$ cat config.mk
export PLATFORM = sky130hd
export DESIGN_NAME = complex_butterfly_decoder
export DESIGN_NICKNAME = d
export VERILOG_FILES = /design/src/rtl/complex_butterfly_decoder.sv
export SDC_FILE = /design/constraint.sdc
export NUM_CORES = 1
export LEC_CHECK = 0
export ABC_AREA = 1
export BUFFER_PORTS_ARGS = -buffer_cell sky130_fd_sc_hd__buf_2
export CAP_MARGIN = 20
export CORE_MARGIN = 1.5
export CORE_UTILIZATION = 35
export CTS_CLUSTER_DIAMETER = 80
export DETAILED_ROUTE_END_ITERATION = 7
export SLEW_MARGIN = 30
export SYNTH_ARGS = -nofsm -noshare
export SYNTH_HDL_FRONTEND = slang
export SYNTH_SLANG_ARGS = --single-unit
$ cat constraint.sdc
create_clock -name CLK -period 4.1 [get_ports CLK]
set_input_delay 0.615 -clock CLK [delete_from_list [all_inputs] [get_ports CLK]]
set_output_delay 0.615 -clock CLK [all_outputs]
set_load 0.02 [all_outputs]
$ cat src/rtl/complex_butterfly_decoder.sv
// Recovers A=(S+D)/2 and B=(S-D)/2 from a complex (Sum, Diff) pair using one shared complex add/sub unit.
// A is presented first, then B, each held on the output until it is accepted; a new pair is accepted only in IDLE.
module complex_butterfly_decoder #(
    parameter int IN_WIDTH  = 13,
    parameter int OUT_WIDTH = 13,
    parameter int ROUND_EN  = 0
) (
    input  logic                 CLK,
    input  logic                 RST,
    input  logic                 IN_Valid,
    output logic                 IN_Ready,
    input  logic [IN_WIDTH-1:0]  IN_Sum_Real,
    input  logic [IN_WIDTH-1:0]  IN_Sum_Img,
    input  logic [IN_WIDTH-1:0]  IN_Diff_Real,
    input  logic [IN_WIDTH-1:0]  IN_Diff_Img,
    output logic                 OUT_Valid,
    input  logic                 OUT_Ready,
    output logic [OUT_WIDTH-1:0] OUT_Real,
    output logic [OUT_WIDTH-1:0] OUT_Img,
    output logic                 OUT_Sel
);

    typedef enum logic [2:0] {
        IDLE,
        CALC_A,
        HOLD_A,
        CALC_B,
        HOLD_B
    } state_t;

    localparam logic signed [IN_WIDTH:0] RND = (IN_WIDTH+1)'(ROUND_EN != 0 ? 1 : 0);

    state_t                state_q, state_d;
    logic [IN_WIDTH-1:0]   s_re_q, s_re_d;
    logic [IN_WIDTH-1:0]   s_im_q, s_im_d;
    logic [IN_WIDTH-1:0]   d_re_q, d_re_d;
    logic [IN_WIDTH-1:0]   d_im_q, d_im_d;
    logic [OUT_WIDTH-1:0]  out_re_q, out_re_d;
    logic [OUT_WIDTH-1:0]  out_im_q, out_im_d;
    logic                  out_sel_q, out_sel_d;
    logic                  out_vld_q, out_vld_d;

    logic                  op_sub;
    logic                  in_rdy;
    logic signed [IN_WIDTH:0] a_re, b_re, a_im, b_im;
    logic signed [IN_WIDTH:0] r_re, r_im;
    logic                  unused_lsb;

    // Shared unit: one extra bit of headroom makes the halved result exact in OUT_WIDTH bits.
    always_comb begin
        a_re = {s_re_q[IN_WIDTH-1], s_re_q};
        b_re = {d_re_q[IN_WIDTH-1], d_re_q};
        a_im = {s_im_q[IN_WIDTH-1], s_im_q};
        b_im = {d_im_q[IN_WIDTH-1], d_im_q};
        if (op_sub) begin
            r_re = a_re - b_re + RND;
            r_im = a_im - b_im + RND;
        end else begin
            r_re = a_re + b_re + RND;
            r_im = a_im + b_im + RND;
        end
    end

    assign unused_lsb = ^{r_re[0], r_im[0]};

    always_comb begin
        state_d   = state_q;
        s_re_d    = s_re_q;
        s_im_d    = s_im_q;
        d_re_d    = d_re_q;
        d_im_d    = d_im_q;
        out_re_d  = out_re_q;
        out_im_d  = out_im_q;
        out_sel_d = out_sel_q;
        out_vld_d = out_vld_q;
        op_sub    = 1'b0;
        in_rdy    = 1'b0;

        case (state_q)
            IDLE: begin
                in_rdy = 1'b1;
                if (IN_Valid) begin
                    s_re_d  = IN_Sum_Real;
                    s_im_d  = IN_Sum_Img;
                    d_re_d  = IN_Diff_Real;
                    d_im_d  = IN_Diff_Img;
                    state_d = CALC_A;
                end
            end
            CALC_A: begin
                out_re_d  = r_re[OUT_WIDTH:1];
                out_im_d  = r_im[OUT_WIDTH:1];
                out_sel_d = 1'b0;
                out_vld_d = 1'b1;
                state_d   = HOLD_A;
            end
            HOLD_A: begin
                if (OUT_Ready) begin
                    out_vld_d = 1'b0;
                    state_d   = CALC_B;
                end
            end
            CALC_B: begin
                op_sub    = 1'b1;
                out_re_d  = r_re[OUT_WIDTH:1];
                out_im_d  = r_im[OUT_WIDTH:1];
                out_sel_d = 1'b1;
                out_vld_d = 1'b1;
                state_d   = HOLD_B;
            end
            HOLD_B: begin
                if (OUT_Ready) begin
                    out_vld_d = 1'b0;
                    state_d   = IDLE;
                end
            end
            default: begin
                state_d = IDLE;
            end
        endcase
    end

    always_ff @(posedge CLK or posedge RST) begin
        if (RST) begin
            state_q   <= IDLE;
            s_re_q    <= '0;
            s_im_q    <= '0;
            d_re_q    <= '0;
            d_im_q    <= '0;
            out_re_q  <= '0;
            out_im_q  <= '0;
            out_sel_q <= 1'b0;
            out_vld_q <= 1'b0;
        end else begin
            state_q   <= state_d;
            s_re_q    <= s_re_d;
            s_im_q    <= s_im_d;
            d_re_q    <= d_re_d;
            d_im_q    <= d_im_d;
            out_re_q  <= out_re_d;
            out_im_q  <= out_im_d;
            out_sel_q <= out_sel_d;
            out_vld_q <= out_vld_d;
        end
    end

    assign IN_Ready  = in_rdy;
    assign OUT_Valid = out_vld_q;
    assign OUT_Real  = out_re_q;
    assign OUT_Img   = out_im_q;
    assign OUT_Sel   = out_sel_q;

endmodule

* Word-level counts from Yosys, hierarchy flattened
Index checks and enable logic that the tools add are counted.
** Operators by class
- Add/subtract/negate cells :: 4
- Eq/ne operators :: 8
- Muxes and demuxes :: 11
- Reductions and logical operators :: 8
** Operators with widths (number)
- $add A13 B13 Y14 :: 2
- $mux W14 :: 2
- $sub A13 B13 Y14 :: 2
- $pmux W3 S5 :: 1
- $mux W3 :: 3
- $eq A3 B2 Y1 const B :: 2
- $ne A2 B2 Y1 const B :: 3
- $pmux W1 S2 :: 2
- $reduce_and A2 Y1 :: 2
- $reduce_bool A2 Y1 :: 2
- $reduce_or A2 Y1 :: 2
- $eq A3 B1 Y1 const B :: 1
- $eq A3 B3 Y1 const B :: 1
- $logic_not A3 Y1 :: 1
- $mux W1 :: 3
- $reduce_and A3 Y1 :: 1
- $ne A2 B1 Y1 const B :: 1
** Storage, ports and cells
- Bits in registers :: 83
- Input port bits :: 56
- Logic and storage cells :: 40

* Logic depth before layout (Yosys ltp)
- Word-level depth :: 4
- Depth in mapped cells :: 20

* Worst setup path before layout
Ideal clock, no wire load.
- Path type :: reg-to-reg
- Start :: reg state_q[0]
- End :: reg out_re_q[11], in the netlist OUT_Real[11]
- Setup time :: 118 ps
- Arrival :: 2266 ps
- Path slack :: 1716 ps
- Cell stages (with the launch flop) :: 17
- Path buffers :: 1
- Period minus slack after synthesis :: 2384 ps
- Cells stage by stage :: dfrtp_1 -> inv_2 -> nor2_4 -> nand2_2 -> inv_2 -> buf_6 -> or2_2 -> xnor2_1 -> inv_1 -> ha_1 -> nand2_1 -> o21ai_0 -> nand3_1 -> nand3_1 -> nand2_1 -> nand3_1 -> nand2_1
** On the way
- Cells in the longest elaborated chain, start to end :: 3
- Elaborated cells between the ends (all ways) :: 5
** Ends and longest elaborated chain
- start, declared :: line 33 : state_t state_q, state_d;
- start signal, assigned :: line 135 : state_q <= state_d;
- $eq A3 B2 Y1 :: line 79 : case (state_q)
- $mux W1 :: line 79
- $mux W14 :: line 55 : if (op_sub) begin
- end signal, assigned :: line 140 : out_re_q <= out_re_d;
- end, declared :: line 38 : logic [OUT_WIDTH-1:0] out_re_q, out_re_d;
Several ways; a longest one is shown, not always the timed one.
A chain may end at the register's enable or synchronous reset.

* Final worst setup path
Same ends and word-level chain as after synthesis.

==> run summary <==
====================================================================================
Outcome                                                                 finished clean
Cell taking the most area after synthesis                                    dfrtp_1
Mean number of vias per cell                                                   4.601
Number of primary I/O pins                                                        85
DPL Wire Length                                                              9186 um
Residual DRC                                                                       0
Global placer's final weighted congestion                                     0.8482
Number of flops mapped to enable cells by yosys                                    0
Number of buffers added on ports                                                  84
Max-slew headroom                                                             44.88%
Total clock buffers created by CTS                                                 9
Worst r2r path cells                                                              15
Reg2reg start                                                             state_q[0]
Most frequently used flop master after synthesis                             dfrtp_1
Placement row count                                                               44
GRT Residual Overflow                                                              0
Largest net degree at the start of global routing                                 72
Average cell area after synthesis                                         8.150 um^2
Hold-fix buffers, CTS                                                              0
RSZ-0062 raised after global routing                                           false
CP Depth                                                                          15
Worst path bufs/invs                                                               3
Final period demand of the worst path                                       2.755 ns
Number of warnings issued by yosys                                                 0
Post-detailed-routing wire length                                           11720 um
Flip-flop and latch count after synthesis                                         83
List of most frequent post-synthesis cells                              nand2_1, dfrtp_1, inv_1
DRC marker count from the first detailed-route iteration                         213
Global-route usage over all layers                                            15.62%
Wire length of the first global-routing pass                                19670 um
Area of the multi-input gates                                           0.002664 mm^2
Worst setup startpoint                                                    state_q[0]
Area inside the core boundary                                           0.01442 mm^2
Clock tree sinks                                                                  83
Share of the yosys chip area belonging to registers                           40.39%
Clock insertion delay at the later pin of the skew report                    0.35 ns
Type of origin of the critical path                                        flip-flop
Area share of the largest cell type after synthesis                           40.39%
Share of the cycle needed by the critical path after routing                  67.19%
Gate family responsible for the most delay along the worst path         simple AND/OR/NAND/NOR gates
Layout Area Growth over Synthesis                                             16.59%
Chip Height                                                                 124.2 um
Cell with the biggest individual delay on the critical path                  dfrtp_1
Max-Cap Viols                                                                      0
Combined area of all synthesized cells                                  0.005142 mm^2
Ranking of synthesized cells by area                                    dfrtp_1, nand2_1, ha_1, mux2_2, inv_1
Maximum fanout along the worst path                                               12
CTS Root Buffer Type                                                       clkbuf_16
Antenna Nets Post-Route                                                            0
Filler Cell Count                                                               1527
Number of standard cells after synthesis                                         631
Number of buffers inserted to repair setup after CTS                               0
Share of flip-flops with an asynchronous set or reset after synthesis         100.0%
Diode insertion count for antenna repair                                           0
Number of antenna violations at the first check in global routing                  0
Initial standard-cell utilization of the core                                 35.65%
NumNets Final                                                                    799
Post-Synthesis Net Count                                                         715
Library cell with the highest instance count after synthesis                 nand2_1
CTS tree                                                                        done
Kind of critical path                                                   flip-flop to flip-flop
Cells along the critical path                                           inv_2, nor2_4, nand2_2, inv_2, or2_2, xnor2_1, inv_1, ha_1, nand2_1, o21ai_0, nand3_1, nand3_1, nand2_1, nand3_1, nand2_1
DIE WIDTH                                                                   124.2 um
Setup Total Neg Slack                                                           0 ns
Worst path arrival time                                                      2.99 ns
Hold Violations, Final                                                             0
Max Transition Viols Final                                                         0
Final Skew                                                               0.006686 ns
Final setup violating endpoints                                                    0
Path type of the worst min-delay path                                   input port to asynchronous set/reset pin
Number of H-tree branching levels                                                  3
Endpoint class of the critical path                                        flip-flop
Total number of vias                                                            4155
Count of TritonRoute iterations in the first routing pass                          4
Fraction of final layout cells with drive strength greater than 1             21.00%
Unique masters post-synth                                                         34
Highest achievable clock rate                                              363.0 MHz
Via count of the first global-routing pass                                      4016
Delay contributed by the slowest stage of the critical path                  0.41 ns
CTS resizes                                                                        0
Area of all sequential standard cells                                   0.002077 mm^2
WL/cell                                                                     12.97 um
Required time of the worst setup path                                        4.34 ns
Max clock buf depth                                                                2
Die outline area                                                        0.01543 mm^2
Slew of the pin with the lowest slew margin                                0.8269 ns
Clock transition at the registers of the reported paths                      0.06 ns
====================================================================================
-- state kept, by name, indices dropped and copies added, names as in the netlist --
register / cells
OUT_Sel: 1
s_im_q: 13
OUT_Real: 13
OUT_Img: 13
d_re_q: 13
s_re_q: 13
d_im_q: 13
state_q: 3
OUT_Valid: 1
-- layout make-up --
type                    instances  area share [%]
flip-flops and latches         83           34.64
clock inverters                 4          0.4382
well taps                     184           3.840
inverters                      78           4.925
multi-input cells             455           44.43
repair buffers                 88           7.513
clock buffers                  11           4.215
-- per-layer routing --
metal,track usage [%],routed length [um]
met5,0,0
met4,6.085,184
met3,2.672,441
met2,22.59,4788
met1,23.14,6301
-- through the flow --
step / area (um^2) / util [%] / worst slack (ns) / cells / hold WS (ns)
global placement: 5715 / 39.63 / 1.373 / 888 / 0.4608
global route: 5996 / 41.57 / 0.9864 / 903 / 0.4371
floorplan: 5142 / - / 1.348 / 631 / 0.4710
CTS: 5995 / 41.56 / 1.335 / 903 / 0.4749
finish: 5996 / 41.57 / 1.345 / 903 / 0.3669
detailed placement: 5715 / 39.63 / 1.355 / 888 / 0.4627
-- worst paths after layout --
check,endpoint,slack [ns]
min reg2reg,OUT_Img[8],0.47
max reg2reg,OUT_Real[11],1.35
min in group CLK,OUT_Img[8],0.47
max,OUT_Real[11],1.35
min,OUT_Valid,0.37
max in group asynchronous,s_re_q[10],2.88
-- layout by cell type (no fill, tap or decap), types with 7 or more instances in the layout --
cell type,instances
nand2_1,146
buf_2,84
dfrtp_1,83
inv_1,74
nor2_1,63
a21oi_1,43
nand3_1,34
mux2_2,28
o21ai_0,28
ha_1,26
xor2_1,20
xnor2_1,13
nand4_1,10
clkbuf_16,9
nor3_1,7
-- logic make-up (layout without fill, tap and decap cells) --
group	after synthesis	in the layout	synth area share [%]
compound gates	92	92	10.00
flops	83	83	40.39
fa+ha+maj	28	28	7.105
buf+inv	93	181	7.810
mux	33	33	7.226
simple gates	269	269	21.85
xor+xnor	33	33	5.620
Power is left out: the tool's default activity adds up to more than one toggle a clock period on the data nets, which glitch-free logic cannot reach.
